<file path="src/rtl/pipe_ctrl.sv">
// Pipeline controller for the in-order core: produces hold/flush/redirect
// controls for pc_reg, if_id and id_ex, plus stall/flush performance counters.
module pipe_ctrl #(
    parameter int MC_TIMEOUT = 64,
    parameter int CNT_W      = 32
) (
    input  logic             clk,
    input  logic             rst,
    input  logic             jump_en_i,
    input  logic [31:0]      jump_addr_i,
    input  logic             mc_start_i,
    input  logic             mc_done_i,
    input  logic [4:0]       id_rs1_addr_i,
    input  logic [4:0]       id_rs2_addr_i,
    input  logic             id_rs1_used_i,
    input  logic             id_rs2_used_i,
    input  logic [4:0]       ex_rd_addr_i,
    input  logic             ex_is_load_i,
    output logic             pc_jump_en_o,
    output logic [31:0]      pc_jump_addr_o,
    output logic             pc_hold_o,
    output logic             if_id_hold_o,
    output logic             if_id_flush_o,
    output logic             id_ex_hold_o,
    output logic             id_ex_flush_o,
    output logic             mc_abort_o,
    output logic             mc_timeout_o,
    output logic             busy_o,
    output logic [CNT_W-1:0] stall_cnt_o,
    output logic [15:0]      flush_cnt_o
);

    localparam int MCW = (MC_TIMEOUT > 2) ? $clog2(MC_TIMEOUT) : 1;

    typedef enum logic {
        RUN,
        MC_WAIT
    } state_t;

    state_t           r_state;
    logic [MCW-1:0]   r_mcCnt;
    logic [CNT_W-1:0] r_stallCnt;
    logic [15:0]      r_flushCnt;
    logic             r_timeout;

    logic w_hz;
    logic w_mcLast;
    logic w_jump;
    logic w_pcHold;
    logic w_ifHold;
    logic w_ifFlush;
    logic w_idHold;
    logic w_idFlush;
    logic w_abort;
    logic w_busy;

    assign w_hz = ex_is_load_i && (ex_rd_addr_i != 5'd0) &&
                  ((id_rs1_used_i && (id_rs1_addr_i == ex_rd_addr_i)) ||
                   (id_rs2_used_i && (id_rs2_addr_i == ex_rd_addr_i)));

    assign w_mcLast = (r_mcCnt == MCW'(MC_TIMEOUT - 1));

    // Controls are combinational so they act at the very next edge; reset masks them all.
    always_comb begin
        w_jump    = 1'b0;
        w_pcHold  = 1'b0;
        w_ifHold  = 1'b0;
        w_ifFlush = 1'b0;
        w_idHold  = 1'b0;
        w_idFlush = 1'b0;
        w_abort   = 1'b0;
        w_busy    = 1'b0;
        if (!rst) begin
            case (r_state)
                RUN: begin
                    if (jump_en_i) begin
                        w_jump    = 1'b1;
                        w_ifFlush = 1'b1;
                        w_idFlush = 1'b1;
                    end else if (mc_start_i) begin
                        w_pcHold = 1'b1;
                        w_ifHold = 1'b1;
                        w_idHold = 1'b1;
                    end else if (w_hz) begin
                        w_pcHold  = 1'b1;
                        w_ifHold  = 1'b1;
                        w_idFlush = 1'b1;
                    end
                end
                MC_WAIT: begin
                    w_busy = 1'b1;
                    if (!mc_done_i) begin
                        if (w_mcLast) begin
                            w_abort = 1'b1;
                        end else begin
                            w_pcHold = 1'b1;
                            w_ifHold = 1'b1;
                            w_idHold = 1'b1;
                        end
                    end
                end
                default: ;
            endcase
        end
    end

    // Jumps and hazards are ignored while waiting because EX still owns the multi-cycle op.
    always_ff @(posedge clk or posedge rst) begin
        if (rst) begin
            r_state    <= RUN;
            r_mcCnt    <= '0;
            r_stallCnt <= '0;
            r_flushCnt <= '0;
            r_timeout  <= 1'b0;
        end else begin
            if (w_pcHold)
                r_stallCnt <= r_stallCnt + CNT_W'(1);
            if (w_jump && (r_flushCnt != 16'hFFFF))
                r_flushCnt <= r_flushCnt + 16'd1;
            if (w_abort)
                r_timeout <= 1'b1;
            case (r_state)
                RUN: begin
                    if (!jump_en_i && mc_start_i) begin
                        r_state <= MC_WAIT;
                        r_mcCnt <= '0;
                    end
                end
                MC_WAIT: begin
                    if (mc_done_i || w_mcLast)
                        r_state <= RUN;
                    else
                        r_mcCnt <= r_mcCnt + MCW'(1);
                end
                default: r_state <= RUN;
            endcase
        end
    end

    assign pc_jump_en_o   = w_jump;
    assign pc_jump_addr_o = w_jump ? jump_addr_i : 32'd0;
    assign pc_hold_o      = w_pcHold;
    assign if_id_hold_o   = w_ifHold;
    assign if_id_flush_o  = w_ifFlush;
    assign id_ex_hold_o   = w_idHold;
    assign id_ex_flush_o  = w_idFlush;
    assign mc_abort_o     = w_abort;
    assign mc_timeout_o   = r_timeout;
    assign busy_o         = w_busy;
    assign stall_cnt_o    = r_stallCnt;
    assign flush_cnt_o    = r_flushCnt;

endmodule

</file>
<file path="config.mk">
export PLATFORM = sky130hd
export DESIGN_NAME = pipe_ctrl
export DESIGN_NICKNAME = d
export VERILOG_FILES = /design/src/rtl/pipe_ctrl.sv
export SDC_FILE = /design/constraint.sdc
export NUM_CORES = 1
export LEC_CHECK = 0
export CORE_ASPECT_RATIO = 1.75
export CORE_MARGIN = 4
export CORE_UTILIZATION = 42
export CTS_BUF_LIST = sky130_fd_sc_hd__clkbuf_16
export DETAILED_ROUTE_END_ITERATION = 8
export HOLD_SLACK_MARGIN = 0.15
export PLACE_DENSITY = 0.81
export RECOVER_POWER = 25
export SETUP_SLACK_MARGIN = 0.3
export SYNTH_ARGS = -nofsm -noshare
export SYNTH_HDL_FRONTEND = slang
export SYNTH_SLANG_ARGS = --single-unit
</file>
<file path="constraint.sdc">
create_clock -name clk -period 5.3 [get_ports clk]
set_clock_uncertainty 0.2 [all_clocks]
set_input_delay 1.325 -clock clk [delete_from_list [all_inputs] [get_ports clk]]
set_output_delay 1.325 -clock clk [all_outputs]
set_load 0.03 [all_outputs]
</file>
### Word level (Yosys, flattened, before mapping)

Index checks and enable logic that the tools add are counted.
Widths: inputs -> output; s select.

| storage, ports and cells | value |
|---|---|
| flip-flop bits (word level) | 56 |
| input bits | 55 |
| output and inout bits | 89 |

| cells by class | value |
|---|---|
| add/subtract/negate cells | 3 |
| eq/ne operators | 6 |
| muxes and demuxes | 31 |
| bitwise logic cells | 1 |
| reduce and logical (&&, ||, !) cells | 11 |

Operators with widths:

| operator | count |
|---|---|
| $add 32x1->32 const B | 1 |
| $mux 32 | 1 |
| $mux 1 | 24 |
| $add 16x1->16 const B | 1 |
| $ne 16x16->1 const B | 1 |
| $mux 6 | 2 |
| $pmux 6 s2 | 1 |
| $eq 5x5->1 | 2 |
| $add 6x1->6 const B | 1 |
| $eq 6x6->1 const B | 1 |
| $logic_and 1x1->1 | 6 |
| $pmux 1 s2 | 3 |
| $reduce_bool 5->1 | 1 |
| $ne 2x2->1 const B | 2 |
| $logic_or 1x1->1 | 2 |
| $reduce_and 2->1 | 1 |
| $logic_not 1->1 | 1 |
| $not 1->1 | 1 |

### Depth between registers and ports, before layout

Gate-level depths: netlist of the first run.

| logic depth | value |
|---|---|
| depth after elaboration | 9 |
| depth in mapped cells | 8 |
| mapped depth without buffers | 7 |

### Worst setup path after synthesis of the first run

Ideal clock, no wire load.

| path | value |
|---|---|
| kind | input to output |
| start point | input port rst |
| end point | output port pc_hold_o |
| path slack | 146 ps |
| arrival time | 3629 ps |
| buffers on the path | 1 |
| stages on the path | 5 |
| cell sequence | inv_1 > o221ai_2 > inv_1 > a31o_2 > buf_4 |

| on the way | value |
|---|---|
| longest elaborated chain between the ends | 1 |

Ends and longest elaborated chain:

| what | line | text |
|---|---|---|
| start: declaration | 8 | `input logic rst,` |
| $mux 1 | - |  |
| end: declaration | 21 | `output logic pc_hold_o,` |

Every way passes these cells.

### Worst setup path in the final report of the first run

| path | value |
|---|---|
| start point | input port ex_rd_addr_i[1] |
| end point | output port if_id_hold_o |

| on the way | value |
|---|---|
| longest elaborated chain between the ends | 9 |
| elaborated cells between the ends (all ways) | 13 |

Ends and longest elaborated chain:

| what | line | text |
|---|---|---|
| start: declaration | 17 | `input logic [4:0] ex_rd_addr_i,` |
| $eq 5x5->1 (on tied branches) | 58, 59 |  |
| $logic_and 1x1->1 (on tied branches) | 58, 59 |  |
| $logic_or 1x1->1 | 58 | `((id_rs1_used_i && (id_rs1_addr_i == ex_rd_addr_i)) \|\|` |
| $logic_and 1x1->1 (*) | 57 | `assign w_hz = ex_is_load_i && (ex_rd_addr_i != 5'd0) &&` |
| $mux 1 (*) | 84 | `end else if (w_hz) begin` |
| $mux 1 (*) | 80 | `end else if (mc_start_i) begin` |
| $mux 1 (*) | 76 | `if (jump_en_i) begin` |
| $pmux 1 s2 (*) | 74 | `case (r_state)` |
| $mux 1 (*) | 73 | `if (!rst) begin` |
| end: declaration | 22 | `output logic if_id_hold_o,` |

Mark *: on every way between the ends. The rest lies on a longest branch, timed or not.

==> summary.txt, run 1 <==
Setup path
  – CP delay by family, top: buffers and inverters
  – Setup crit end kind: output pin
  – R2R setup slack: 2870 ps
  – Critical path buffer and inverter count: 2
  – Crit-path max FO: 5
  – Cell depth of the worst flop-to-flop path: 6
  – Crit path required time: 3770 ps
  – CP Launch Type: input pin
  – Critical path cell sequence: clkdlybuf4s50_1 > or4_1 > o21a_4 > a31o_2 > dlygate4sd2_1
  – Worst flop-to-flop path endpoint: stall_cnt_o[31]
  – Reg-to-Reg Start: stall_cnt_o[3]
  – CP arrival: 3310 ps
  – Slowest-stage cell, CP: or4_1
  – CP peak stage delay: 590 ps
  – Setup Crit Path Kind: in2out

Logic synthesis
  – Synth Register Bits: 56
  – Avg Synthesized Cell Area: 10.0 um^2
  – Post-synthesis cell count: 310
  – Yosys warnings: 0
  – Synthesized cell area: 0.00311 mm^2
  – Synthesized Nets: 368
  – Register area share after synthesis: 0.451
  – Netlist cell types: 41

Clock tree
  – Worst-skew pair later-pin latency: 290 ps
  – Clock root cell: clkbuf_16
  – TritonCTS clock tree: done
  – TritonCTS Buffers: 5
  – Cts hold-fix bufs: 0
  – H-tree depth: 2
  – CTS Sinks: 56
  – Clock Tree Buf Depth: 2
  – Reg clk slew, reported paths: 70 ps

Run status
  – Run status: finished, final reports clean

Layout
  – Commonest non-fill, non-tap cell in the layout: clkdlybuf4s50_1
  – Most frequent cells in the layout: clkdlybuf4s50_1, dfrtp_1, and3_1
  – Nets: 508
  – N_diodes: 0
  – Synth-to-Final Area Change: 52.3%
  – Filler cells: 596
  – Fraction of layout cells with a size suffix above 1: 0.140

Floorplan
  – Initial Util: 0.430
  – Row count: 41
  – Num ports: 144
  – Total die area: 0.00890 mm^2
  – Die extent in x: 73.0 um
  – Die height: 122 um
  – Core area: 0.00723 mm^2

Routing
  – Vias: 2837
  – Initial DRC count: 118
  – Routed WL: 8490 um
  – DRC: 0
  – DR WL/cell: 15.8 um
  – Vias/cell: 5.28
  – Drt pass-1 iters: 4
  – Antenna-violating nets left: 0

GRT
  – First-pass GRT wire length: 13600 um
  – GR Overflow Total: 0
  – Largest net degree at the start of global routing: 57
  – Vias in the first global route: 2978
  – Initial antenna violation count: 0
  – Gr usage total: 0.194

Place
  – Hpwl dp: 6820 um
  – Gp weighted congestion: 0.905
  – # port buffers: 143

Timing
  – Slew at the pin closest to its max-slew limit: 1360 ps
  – Slew HR: 0.0909
  – Final Hold Vio Count: 0
  – F_max: 207 MHz
  – RSZ-0062 raised after global routing: false
  – Setup TNS: 0 ps
  – Final period util: 0.913
  – Slew Limit Fails: 0
  – Final setup vio count: 0
  – Fin crit period: 4840 ps
  – Worst hold slack: 272 ps

Min path
  – Hold endpoint: mc_timeout_o
  – Tightest Hold Check Type: reg2reg
  – Min-Delay Startpoint: mc_timeout_o
  – Hold Path Depth: 1

Power and ir drop
  – NetSw: 431 uW
  – Sw Ratio: 0.329
  – Pwr dens: 277 mW/mm^2
  – Worst vdd ir: 145 uV
  – Sequential share of power: 0.411
  – Internal power: 880 uW
  – Combinational share of power: 0.301
  – Clk pwr share: 0.288
  – Lkg Pwr: 0.00226 uW

Flow run
  – Max-Cap Viols: 0
## power groups by stage
stage                     clock network (uW)  registers [uW]  logic (uW)
after floorplan                            0             610         142
after global placement                     0             543         392
after detailed placement                   0             548         400
after CTS                                387             539         399
after global routing                     403             548         423
final                                    377             539         395
## how the worst max path moves through the flow
| stage | cells after the start | to | startpoint |
|---|---|---|---|
| after floorplan | 5 | pc_hold_o | rst |
| after global placement | 5 | if_id_hold_o | ex_rd_addr_i[2] |
| after detailed placement | 5 | if_id_hold_o | ex_rd_addr_i[1] |
| after CTS | 5 | if_id_hold_o | ex_rd_addr_i[1] |
| after global routing | 7 | id_ex_flush_o | ex_rd_addr_i[3] |
| final | 5 | if_id_hold_o | ex_rd_addr_i[1] |
## layer usage
layer	vias to the layer above	track usage	wire length (um)	share of wire
met5	-	0	0	0
met4	0	0.0751	246	0.029
met3	18	0.0405	566	0.067
met2	132	0.362	4550	0.54
met1	1345	0.204	3130	0.37
li1	1342	-	-	-
## synth_stat cells
master,n,area (um^2)
a31o_2,1,8.76
a21oi_1,1,5.00
nor2_1,24,90.1
buf_6,3,33.8
clkbuf_1,7,26.3
xor2_1,36,315
or2_2,2,12.5
nor3_2,2,20.0
nor3_1,11,55.1
o22ai_2,1,12.5
nor4b_2,1,15.0
or4_1,1,7.51
nor4_1,4,25.0
a31oi_4,2,42.5
o21a_4,1,15.0
xnor2_1,24,210
and4_1,4,35.0
o22ai_1,1,6.26
nor3b_4,1,18.8
nand4b_1,1,8.76
buf_4,3,22.5
and3_1,38,238
ha_1,3,37.5
o21ai_0,1,5.00
inv_1,10,37.5
a31oi_1,1,6.26
nand2b_1,4,25.0
o221ai_2,1,15.0
nand3b_1,1,7.51
a211oi_2,1,12.5
or3_1,1,6.26
mux2_2,3,33.8
and2_1,1,6.26
nor3b_1,4,30.0
nor2b_1,2,12.5
dfrtp_1,56,1400
nand2_1,26,97.6
nand3b_2,1,11.3
nand3_1,14,70.1
a21boi_1,1,7.51
nand4_1,10,62.6
## final cells by class
cell class	instances	area, um^2	share of cell area
clock buffers	5	125	0.0264
flip-flops and latches	56	1400	0.296
repair buffers	146	1430	0.301
inverters	10	41.3	0.00872
well taps	86	108	0.0227
multi-input cells	231	1590	0.335
clock inverters	3	47.5	0.0100
## per-stage QoR
step                instance area (um^2)  power (uW)   util  instances  worst slack, ps
floorplan                           3110         752      -        310              650
global placement                    4570         934  0.632        529              278
detailed placement                  4570         947  0.632        529              245
CTS                                 4740        1330  0.655        537              474
global route                        4740        1370  0.655        537              384
finish                              4740        1310  0.655        537              463
## state kept, by name, indices dropped and copies added, names as in the netlist
| signal | count |
|---|---|
| stall_cnt_o | 32 |
| flush_cnt_o | 16 |
| r_mcCnt | 6 |
| mc_timeout_o | 1 |
| r_state | 1 |
## worst register-to-register path, cell delays in order (launching register included)
cell and delay (ps):
dfrtp_1 450, nand4_1 160, or2_2 430, nor3_2 620
nand3_1 190, nor3_2 150, xor2_1 150
## kinds of logic after synthesis
logic type | count (synthesis) | share of synthesized area
compound gates | 12 | 0.0439
xor+xnor | 60 | 0.169
fa+ha+maj | 3 | 0.0121
buf+inv | 23 | 0.0386
flops | 56 | 0.451
mux | 3 | 0.0109
simple gates | 153 | 0.275
## repair_timing
item / 4_1_cts / 5_1_grt
resized for setup: 3 / 0
endpoints found under the setup margin: 3 / 0
buffers inserted: 0 / 0
(Power assumes the default switching activity.)
==> run 2, diff against run 1 <==
- GPL_ROUTABILITY_DRIVEN: unset -> 0
==> results of run 2 <==
Same layout as run 1: the final DEF is identical, and so are final timing and power.
